===== config.mk =====
export PLATFORM = sky130hd
export DESIGN_NAME = floo_eoc_ctrl
export DESIGN_NICKNAME = d
export VERILOG_FILES = /design/src/rtl/floo_eoc_ctrl.sv
export SDC_FILE = /design/constraint.sdc
export NUM_CORES = 1
export LEC_CHECK = 0
export CAP_MARGIN = 25
export CORE_MARGIN = 3
export CORE_UTILIZATION = 45
export DETAILED_ROUTE_END_ITERATION = 10
export PLACE_DENSITY = 0.82
export SLEW_MARGIN = 10
export SYNTH_ARGS = -nofsm -noshare
export SYNTH_HDL_FRONTEND = slang
export SYNTH_SLANG_ARGS = --single-unit
export TNS_END_PERCENT = 30

===== constraint.sdc =====
create_clock -name clk_i -period 14.6 [get_ports clk_i]
set_clock_uncertainty 0.05 [all_clocks]
set_input_delay 2.92 -clock clk_i [delete_from_list [all_inputs] [get_ports clk_i]]
set_output_delay 2.92 -clock clk_i [all_outputs]
set_load 0.03 [all_outputs]

===== src/rtl/floo_eoc_ctrl.sv =====
// End-of-computation controller: gathers sticky per-cluster completion flags, waits for
// the NoC to drain for a run of idle cycles, then reports DONE, with an optional watchdog.
module floo_eoc_ctrl #(
  parameter int unsigned NumClusters   = 32,
  parameter int unsigned DrainCycles   = 100,
  parameter int unsigned TimeoutCycles = 0,
  parameter int unsigned CntWidth      = 32,
  localparam int unsigned NdWidth      = $clog2(NumClusters + 1)
) (
  input  logic                   clk_i,
  input  logic                   rst_ni,
  input  logic                   start_i,
  input  logic                   clear_i,
  input  logic [NumClusters-1:0] cluster_mask_i,
  input  logic [NumClusters-1:0] cluster_done_i,
  input  logic                   noc_idle_i,
  output logic                   busy_o,
  output logic                   done_o,
  output logic                   timeout_o,
  output logic [NumClusters-1:0] done_mask_o,
  output logic [NdWidth-1:0]     num_done_o,
  output logic [CntWidth-1:0]    cycle_cnt_o
);

  typedef enum logic [2:0] {
    IDLE    = 3'd0,
    RUN     = 3'd1,
    DRAIN   = 3'd2,
    DONE    = 3'd3,
    TIMEOUT = 3'd4
  } state_e;

  // A DrainCycles of 0 still needs one idle cycle observed before DONE.
  localparam int unsigned DrainLim = (DrainCycles == 0) ? 1 : DrainCycles;
  localparam logic [CntWidth-1:0] DrainLast   = CntWidth'(DrainLim - 1);
  localparam logic [CntWidth-1:0] TimeoutLast = CntWidth'(TimeoutCycles - 1);

  state_e                 state_q, state_d;
  logic [NumClusters-1:0] mask_q, mask_d;
  logic [NumClusters-1:0] done_mask_q, done_mask_d;
  logic [CntWidth-1:0]    drain_cnt_q, drain_cnt_d;
  logic [CntWidth-1:0]    cycle_cnt_q, cycle_cnt_d;
  logic [CntWidth-1:0]    cycle_cnt_inc;
  logic                   timeout_hit;

  assign cycle_cnt_inc = (cycle_cnt_q == '1) ? cycle_cnt_q : cycle_cnt_q + CntWidth'(1);
  assign timeout_hit   = (TimeoutCycles != 0) && (cycle_cnt_q == TimeoutLast);

  always_comb begin
    state_d     = state_q;
    mask_d      = mask_q;
    done_mask_d = done_mask_q;
    drain_cnt_d = drain_cnt_q;
    cycle_cnt_d = cycle_cnt_q;
    if (clear_i) begin
      state_d     = IDLE;
      mask_d      = '0;
      done_mask_d = '0;
      drain_cnt_d = '0;
      cycle_cnt_d = '0;
    end else begin
      unique case (state_q)
        IDLE: begin
          if (start_i) begin
            state_d     = RUN;
            mask_d      = cluster_mask_i;
            done_mask_d = '0;
            drain_cnt_d = '0;
            cycle_cnt_d = '0;
          end
        end
        RUN: begin
          done_mask_d = done_mask_q | (cluster_done_i & mask_q);
          cycle_cnt_d = cycle_cnt_inc;
          drain_cnt_d = '0;
          // The watchdog outranks a completion landing in the same cycle.
          if (timeout_hit) begin
            state_d = TIMEOUT;
          end else if ((done_mask_d & mask_q) == mask_q) begin
            state_d = DRAIN;
          end
        end
        DRAIN: begin
          cycle_cnt_d = cycle_cnt_inc;
          drain_cnt_d = noc_idle_i ? drain_cnt_q + CntWidth'(1) : '0;
          if (timeout_hit) begin
            state_d = TIMEOUT;
          end else if (noc_idle_i && (drain_cnt_q >= DrainLast)) begin
            state_d = DONE;
          end
        end
        DONE, TIMEOUT: begin
          state_d = state_q;
        end
        default: begin
          state_d = IDLE;
        end
      endcase
    end
  end

  always_ff @(posedge clk_i or negedge rst_ni) begin
    if (!rst_ni) begin
      state_q     <= IDLE;
      mask_q      <= '0;
      done_mask_q <= '0;
      drain_cnt_q <= '0;
      cycle_cnt_q <= '0;
    end else begin
      state_q     <= state_d;
      mask_q      <= mask_d;
      done_mask_q <= done_mask_d;
      drain_cnt_q <= drain_cnt_d;
      cycle_cnt_q <= cycle_cnt_d;
    end
  end

  always_comb begin
    num_done_o = '0;
    for (int i = 0; i < NumClusters; i++) begin
      num_done_o = num_done_o + NdWidth'(done_mask_q[i]);
    end
  end

  assign busy_o      = (state_q == RUN) || (state_q == DRAIN);
  assign done_o      = (state_q == DONE);
  assign timeout_o   = (state_q == TIMEOUT);
  assign done_mask_o = done_mask_q;
  assign cycle_cnt_o = cycle_cnt_q;

endmodule


# ---- Yosys cells after proc, flatten, opt, wreduce, memory -nomap -nowiden
# Cells that the tools add are included.
dict set report word_totals {
  reg_bits 131
  inputBits 69
  out_inout_bits 73
  elab_cells 85
}
dict set report op_classes {
  addsub 33
  n_lt_le_gt_ge 1
  n_eq_ne 11
  n_mux 17
  n_bitwise 3
  n_reduce_logical 15
}
# cell n
set ops {}
lappend ops {{$mux 32} 9}
lappend ops {{$add 6x1->6} 26}
lappend ops {{$pmux 32 s2} 2}
lappend ops {{$pmux 32 s3} 1}
lappend ops {{$add 32x1->32 const B} 2}
lappend ops {{$and 32x32->32} 2}
lappend ops {{$eq 32x32->1} 1}
lappend ops {{$eq 32x32->1 const B} 1}
lappend ops {{$ge 32x7->1 const B} 1}
lappend ops {{$or 32x32->32} 1}
lappend ops {{$mux 3} 4}
lappend ops {{$ne 3x3->1 const B} 4}
lappend ops {{$pmux 3 s4} 1}
lappend ops {{$add 5x1->6} 1}
lappend ops {{$eq 3x2->1 const B} 2}
lappend ops {{$reduce_and 2->1} 3}
lappend ops {{$reduce_bool 3->1} 2}
lappend ops {{$add 4x1->5} 1}
lappend ops {{$add 3x1->4} 1}
lappend ops {{$reduce_and 4->1} 1}
lappend ops {{$reduce_bool 2->1} 2}
lappend ops {{$reduce_bool 4->1} 1}
lappend ops {{$reduce_or 2->1} 2}
lappend ops {{$add 2x1->3} 1}
lappend ops {{8 further kinds} 8}

# ---- Depth between registers and ports, before layout
dict set report logic_depth {
  word_depth 31
  mapped_depth 15
  depth_no_buf 15
}

# ---- Worst setup path after synthesis
# No wires, ideal clock.
dict set report synth_timing {
  path_type {register -> output}
  start {register done_mask_q[0] (netlist: done_mask_o[0])}
  end {output num_done_o[4]}
  arrival_ns 4.850
  required_time_ns 11.630
  slack_ns 6.780
  path_stages_with_launch 14
  path_buffers 0
  path_cell_list {dfrtp_1 > inv_1 > fa_1 > fa_1 > fa_1 > fa_1 > fa_1 > fa_1 > inv_1 > ha_1 > fa_1 > a21o_1 > a21oi_1 > xnor2_1}
}
dict set report synth_via {
  elab_chain_cells 31
}
# item line_no
set synth_rtl {}
lappend synth_rtl {{start, declared} 40} ;# logic [NumClusters-1:0] done_mask_q, done_mask_d;
lappend synth_rtl {{start signal, assigned} 112} ;# done_mask_q <= done_mask_d;
lappend synth_rtl {{$add 1x1->2} 121} ;# num_done_o = num_done_o + NdWidth'(done_mask_q[i]);
lappend synth_rtl {{$add 2x1->3} 121}
lappend synth_rtl {{$add 3x1->4} 121}
lappend synth_rtl {{$add 4x1->5} 121}
lappend synth_rtl {{$add 5x1->6} 121}
lappend synth_rtl {{$add 6x1->6 (26 in a row)} 121}
lappend synth_rtl {{end, declared} 21} ;# output logic [NdWidth-1:0] num_done_o,
# No other way between the ends.

# ---- Worst setup path in the final report
dict set report layout_timing {
  start {register done_mask_q[17] (netlist: done_mask_o[17])}
  end {output num_done_o[4]}
}
dict set report layout_via {
  elab_chain_cells 15
}
# item line_no
set layout_rtl {}
lappend layout_rtl {{$add 6x1->6 (15 in a row)} 121}
# No other way between the ends.

==> qor.csv <==
stage,metric,value,unit
run_status,outcome,"finished, final reports clean",
yosys,Netlist cell types,58,
pwr,design internal power,0.857,mW
global_route,aggregate global-route resource usage,23.5,%
yosys,cell type with the highest aggregate area in the netlist,sky130_fd_sc_hd__dfrtp_1,
finish,number of antenna cells inserted,0,
yosys,top area cells in the synthesized netlist,"sky130_fd_sc_hd__dfrtp_1 44%, sky130_fd_sc_hd__fa_1 6.5%, sky130_fd_sc_hd__o21ai_0 4.6%",
worst_setup_path,kind of end point of the critical path,primary output,
drt,WL final,20400,um
worst_setup_path,Critical Path AT,5700,ps
yosys,register area share after synthesis,44.2,%
clock_network,maximum buffer depth of the clock tree,2,
finish,share of cells above drive strength 1,6.71,%
worst_setup_path,Crit Reg-Reg Endpoint,cycle_cnt_o[2]$_DFFE_PN0P_,
pwr,Total Power,1.41,mW
timing,maximum clock frequency,0.115,GHz
worst_hold_path,hold path cells,1,
yosys,register bit count reported by yosys,130,
timing,RSZ-0062 raised after global routing,false,
drt,Routed wire per std cell,17.5,um
clock_network,clock transition time at the flip-flop clock pins of the worst setup and hold paths,60,ps
pwr,Leakage,3.99,nW
pwr,power density over cell area,148,nW/um^2
drt,final routed DRC violation total,0,
clock_network,Num CTS Buffers,17,
clock_network,Post-CTS Resized,0,
worst_hold_path,worst min path class,reg2reg,
finish,final core utilization,59.9,%
yosys,average footprint of a synthesized cell,9.15,sq um
die,y dimension of the die,134,um
clock_network,level count of the clock H-tree,4,
clock_network,number of hold buffers added after CTS,0,
placed_design,minimum setup slack after placement,6360,ps
pwr,switching share of total power,39.4,%
worst_setup_path,startpoint type of the worst setup path,flip-flop,
placed_design,port buffer count,140,
drt,mean number of vias per cell,5.51,
global_route,wire length of the first global-routing pass,33500,um
pwr,fraction of power consumed by sequential logic,30.1,%
die,top-level I/O count,142,
global_route,largest net degree at the start of global routing,81,
yosys,share of the synthesized area in the top cell type,44.2,%
timing,Worst-Margin Slew,857,ps
drt,routed via count,6442,
timing,Relative slew margins,42.6,%
timing,setup violation total in the final timing report,0,
clock_network,"Setup Fix Bufs, Post-CTS",0,
global_route,number of antenna violations at the first check in global routing,2,
yosys,synthesized area,7360,sq um
global_route,vias in the first global route,6398,
clock_network,cell at the root of the clock tree,sky130_fd_sc_hd__clkbuf_16,
die,Die X-Extent,134,um
global_route,met1 Resource Use GR,30.6,%
yosys,Post-synth EDFFs,0,
drt,post-route ant nets,0,
timing,ratio of final minimum period to clock period,59.4,%
die,placeable core region,15900,sq um
worst_setup_path,Worst R2R Setup Slack,11180,ps
yosys,synthesized netlist net count,911,
timing,number of max-slew violations in the final report,0,
worst_hold_path,end point of the most critical hold path,cycle_cnt_o[15]$_DFFE_PN0P_,
worst_setup_path,top fanout value on the critical path,4,
placed_design,HPWL after DPL,14500,um
pwr,net switching power,0.557,mW
yosys,post-synthesis cell count,805,
worst_setup_path,reg-to-reg critical path startpoint,state_q[0]$_DFFE_PN0P_,
timing,Final Worst Setup Slack,5930,ps
pwr,peak supply drop,0.309,mV
finish,post-route cell area,9560,sq um
global_route,final global-route overflow total,0,
yosys,Yosys warning count,0,
timing,total negative setup slack,0,ps
pwr,Gate power share,41.1,%
drt,drt first pass iters,5,
finish,Post-layout nets,1047,
yosys,library cell with the highest instance count after synthesis,sky130_fd_sc_hd__dfrtp_1,
worst_setup_path,critical path required time,11630,ps
timing,final critical delay including setup and external delays,8670,ps
clock_network,clock sinks,130,
worst_setup_path,count of cells along the worst register-to-register path,7,
global_route,M3 GR Usage,6.08,%
die,starting density of the core,46.2,%
yosys,most common flop cell mapped by yosys,sky130_fd_sc_hd__dfrtp_1,
placed_design,Post-Place Cell Area,8960,sq um
placed_design,Routability Congestion,0.870,
die,full die area,17900,sq um
finish,Filler Cell Count,1338,
worst_hold_path,hold path startpoint,cycle_cnt_o[15]$_DFFE_PN0P_,
timing,number of endpoints with negative hold slack in the final report,0,
finish,area delta synth->final,29.8,%
die,count of standard-cell rows,46,
clock_network,CTS tree,yes,
drt,initial drt markers,515,
yosys,most frequent cells after synthesis,"130 x sky130_fd_sc_hd__dfrtp_1, 83 x sky130_fd_sc_hd__nor2_1, 78 x sky130_fd_sc_hd__nand2_1",
yosys,share of synthesized registers carrying an async set or reset,100,%
pwr,part of the total power dissipated in the clock network,28.8,%
global_route,met2 Use GR,39.2,%
clock_network,clock latency on the worst-skew pair,430,ps
global_route,grt peak-use layer,met2,
job,max_cap viols,0,
worst_setup_path,classification of the worst setup path,reg2out,
==> metrics by stage <==
| step | instances | hold slack (ps) |
|---|---|---|
| after global placement | 1136 | 434 |
| after CTS | 1168 | 452 |
| after floorplan | 805 | 414 |
| final | 1170 | 460 |
| after detailed placement | 1136 | 443 |
| after global routing | 1170 | 487 |
==> layout by cell type (no fill, tap or decap), types with 17 or more instances in the layout <==
cell / instances
sky130_fd_sc_hd__clkdlybuf4s50_1: 139
sky130_fd_sc_hd__dfrtp_1: 130
sky130_fd_sc_hd__nor2_1: 81
sky130_fd_sc_hd__nand2_1: 78
sky130_fd_sc_hd__o21ai_0: 68
sky130_fd_sc_hd__inv_1: 61
sky130_fd_sc_hd__nand3_1: 46
sky130_fd_sc_hd__a21oi_1: 43
sky130_fd_sc_hd__nand2b_1: 33
sky130_fd_sc_hd__fa_1: 24
sky130_fd_sc_hd__xor2_1: 17
sky130_fd_sc_hd__clkbuf_16: 17
==> how the worst max path moves through the flow <==
stage	depth (start not counted)	slack (ps)	endpoint	start
global route	15	5650	num_done_o[4]	done_mask_o[1]$_DFFE_PN0P_
finish	14	5930	num_done_o[4]	done_mask_o[17]$_DFFE_PN0P_
CTS	14	5920	num_done_o[4]	done_mask_o[0]$_DFFE_PN0P_
floorplan	13	6780	num_done_o[4]	done_mask_o[0]$_DFFE_PN0P_
global placement	14	6460	num_done_o[4]	done_mask_o[17]$_DFFE_PN0P_
detailed placement	14	6360	num_done_o[4]	done_mask_o[17]$_DFFE_PN0P_
==> layout make-up <==
type,instances,area (sq um),share of cell area [%]
clock buffer,20,457,4.78
clock inverter,12,109,1.14
inverter,61,229,2.40
multi-input combinational,584,3770,39.4
sequential,130,3250,34.0
tap,216,270,2.83
timing repair buffer,147,1470,15.4
==> worst max-delay path, stage by stage (launching register included) <==
cell and delay [ps]:
sky130_fd_sc_hd__dfrtp_1 420, sky130_fd_sc_hd__fa_1 560, sky130_fd_sc_hd__inv_1 60, sky130_fd_sc_hd__fa_1 520
sky130_fd_sc_hd__fa_1 450, sky130_fd_sc_hd__fa_1 530, sky130_fd_sc_hd__fa_1 440, sky130_fd_sc_hd__fa_1 490
sky130_fd_sc_hd__inv_1 40, sky130_fd_sc_hd__ha_1 200, sky130_fd_sc_hd__fa_1 410, sky130_fd_sc_hd__a21o_1 190
sky130_fd_sc_hd__a21oi_1 170, sky130_fd_sc_hd__xnor2_1 140, sky130_fd_sc_hd__clkdlybuf4s50_1 690
==> state kept, by name, summed over array words and instances, names as in the netlist <==
signal / count
cycle_cnt_o: 32
done_mask_o: 32
drain_cnt_q: 32
mask_q: 32
state_q: 2
==> metal layers <==
layer	vias to the layer above	routed length, um
met2	236	9930
met3	34	1490
met5	-	28
li1	3065	-
met4	4	382
met1	3103	8620
==> kinds of logic after synthesis <==
group | after synthesis | synth area share (%)
buffers and inverters | 91 | 4.93
other | 1 | 0.0509
AND/OR/NAND/NOR | 339 | 24.0
flip-flops | 130 | 44.2
XOR/XNOR | 28 | 3.33
adder cells (fa/ha/maj) | 37 | 8.73
AO/OA/AOI/OAI | 179 | 14.8
==> power by group through the flow <==
stage,clock (mW),combinational [mW],sequential (mW)
2_1_floorplan,0,0.361,0.451
3_3_place_gp,0,0.562,0.429
3_5_place_dp,0,0.578,0.431
4_1_cts,0.411,0.582,0.425
5_1_grt,0.431,0.643,0.430
6_report,0.408,0.581,0.425
(Power assumes the default switching activity.)
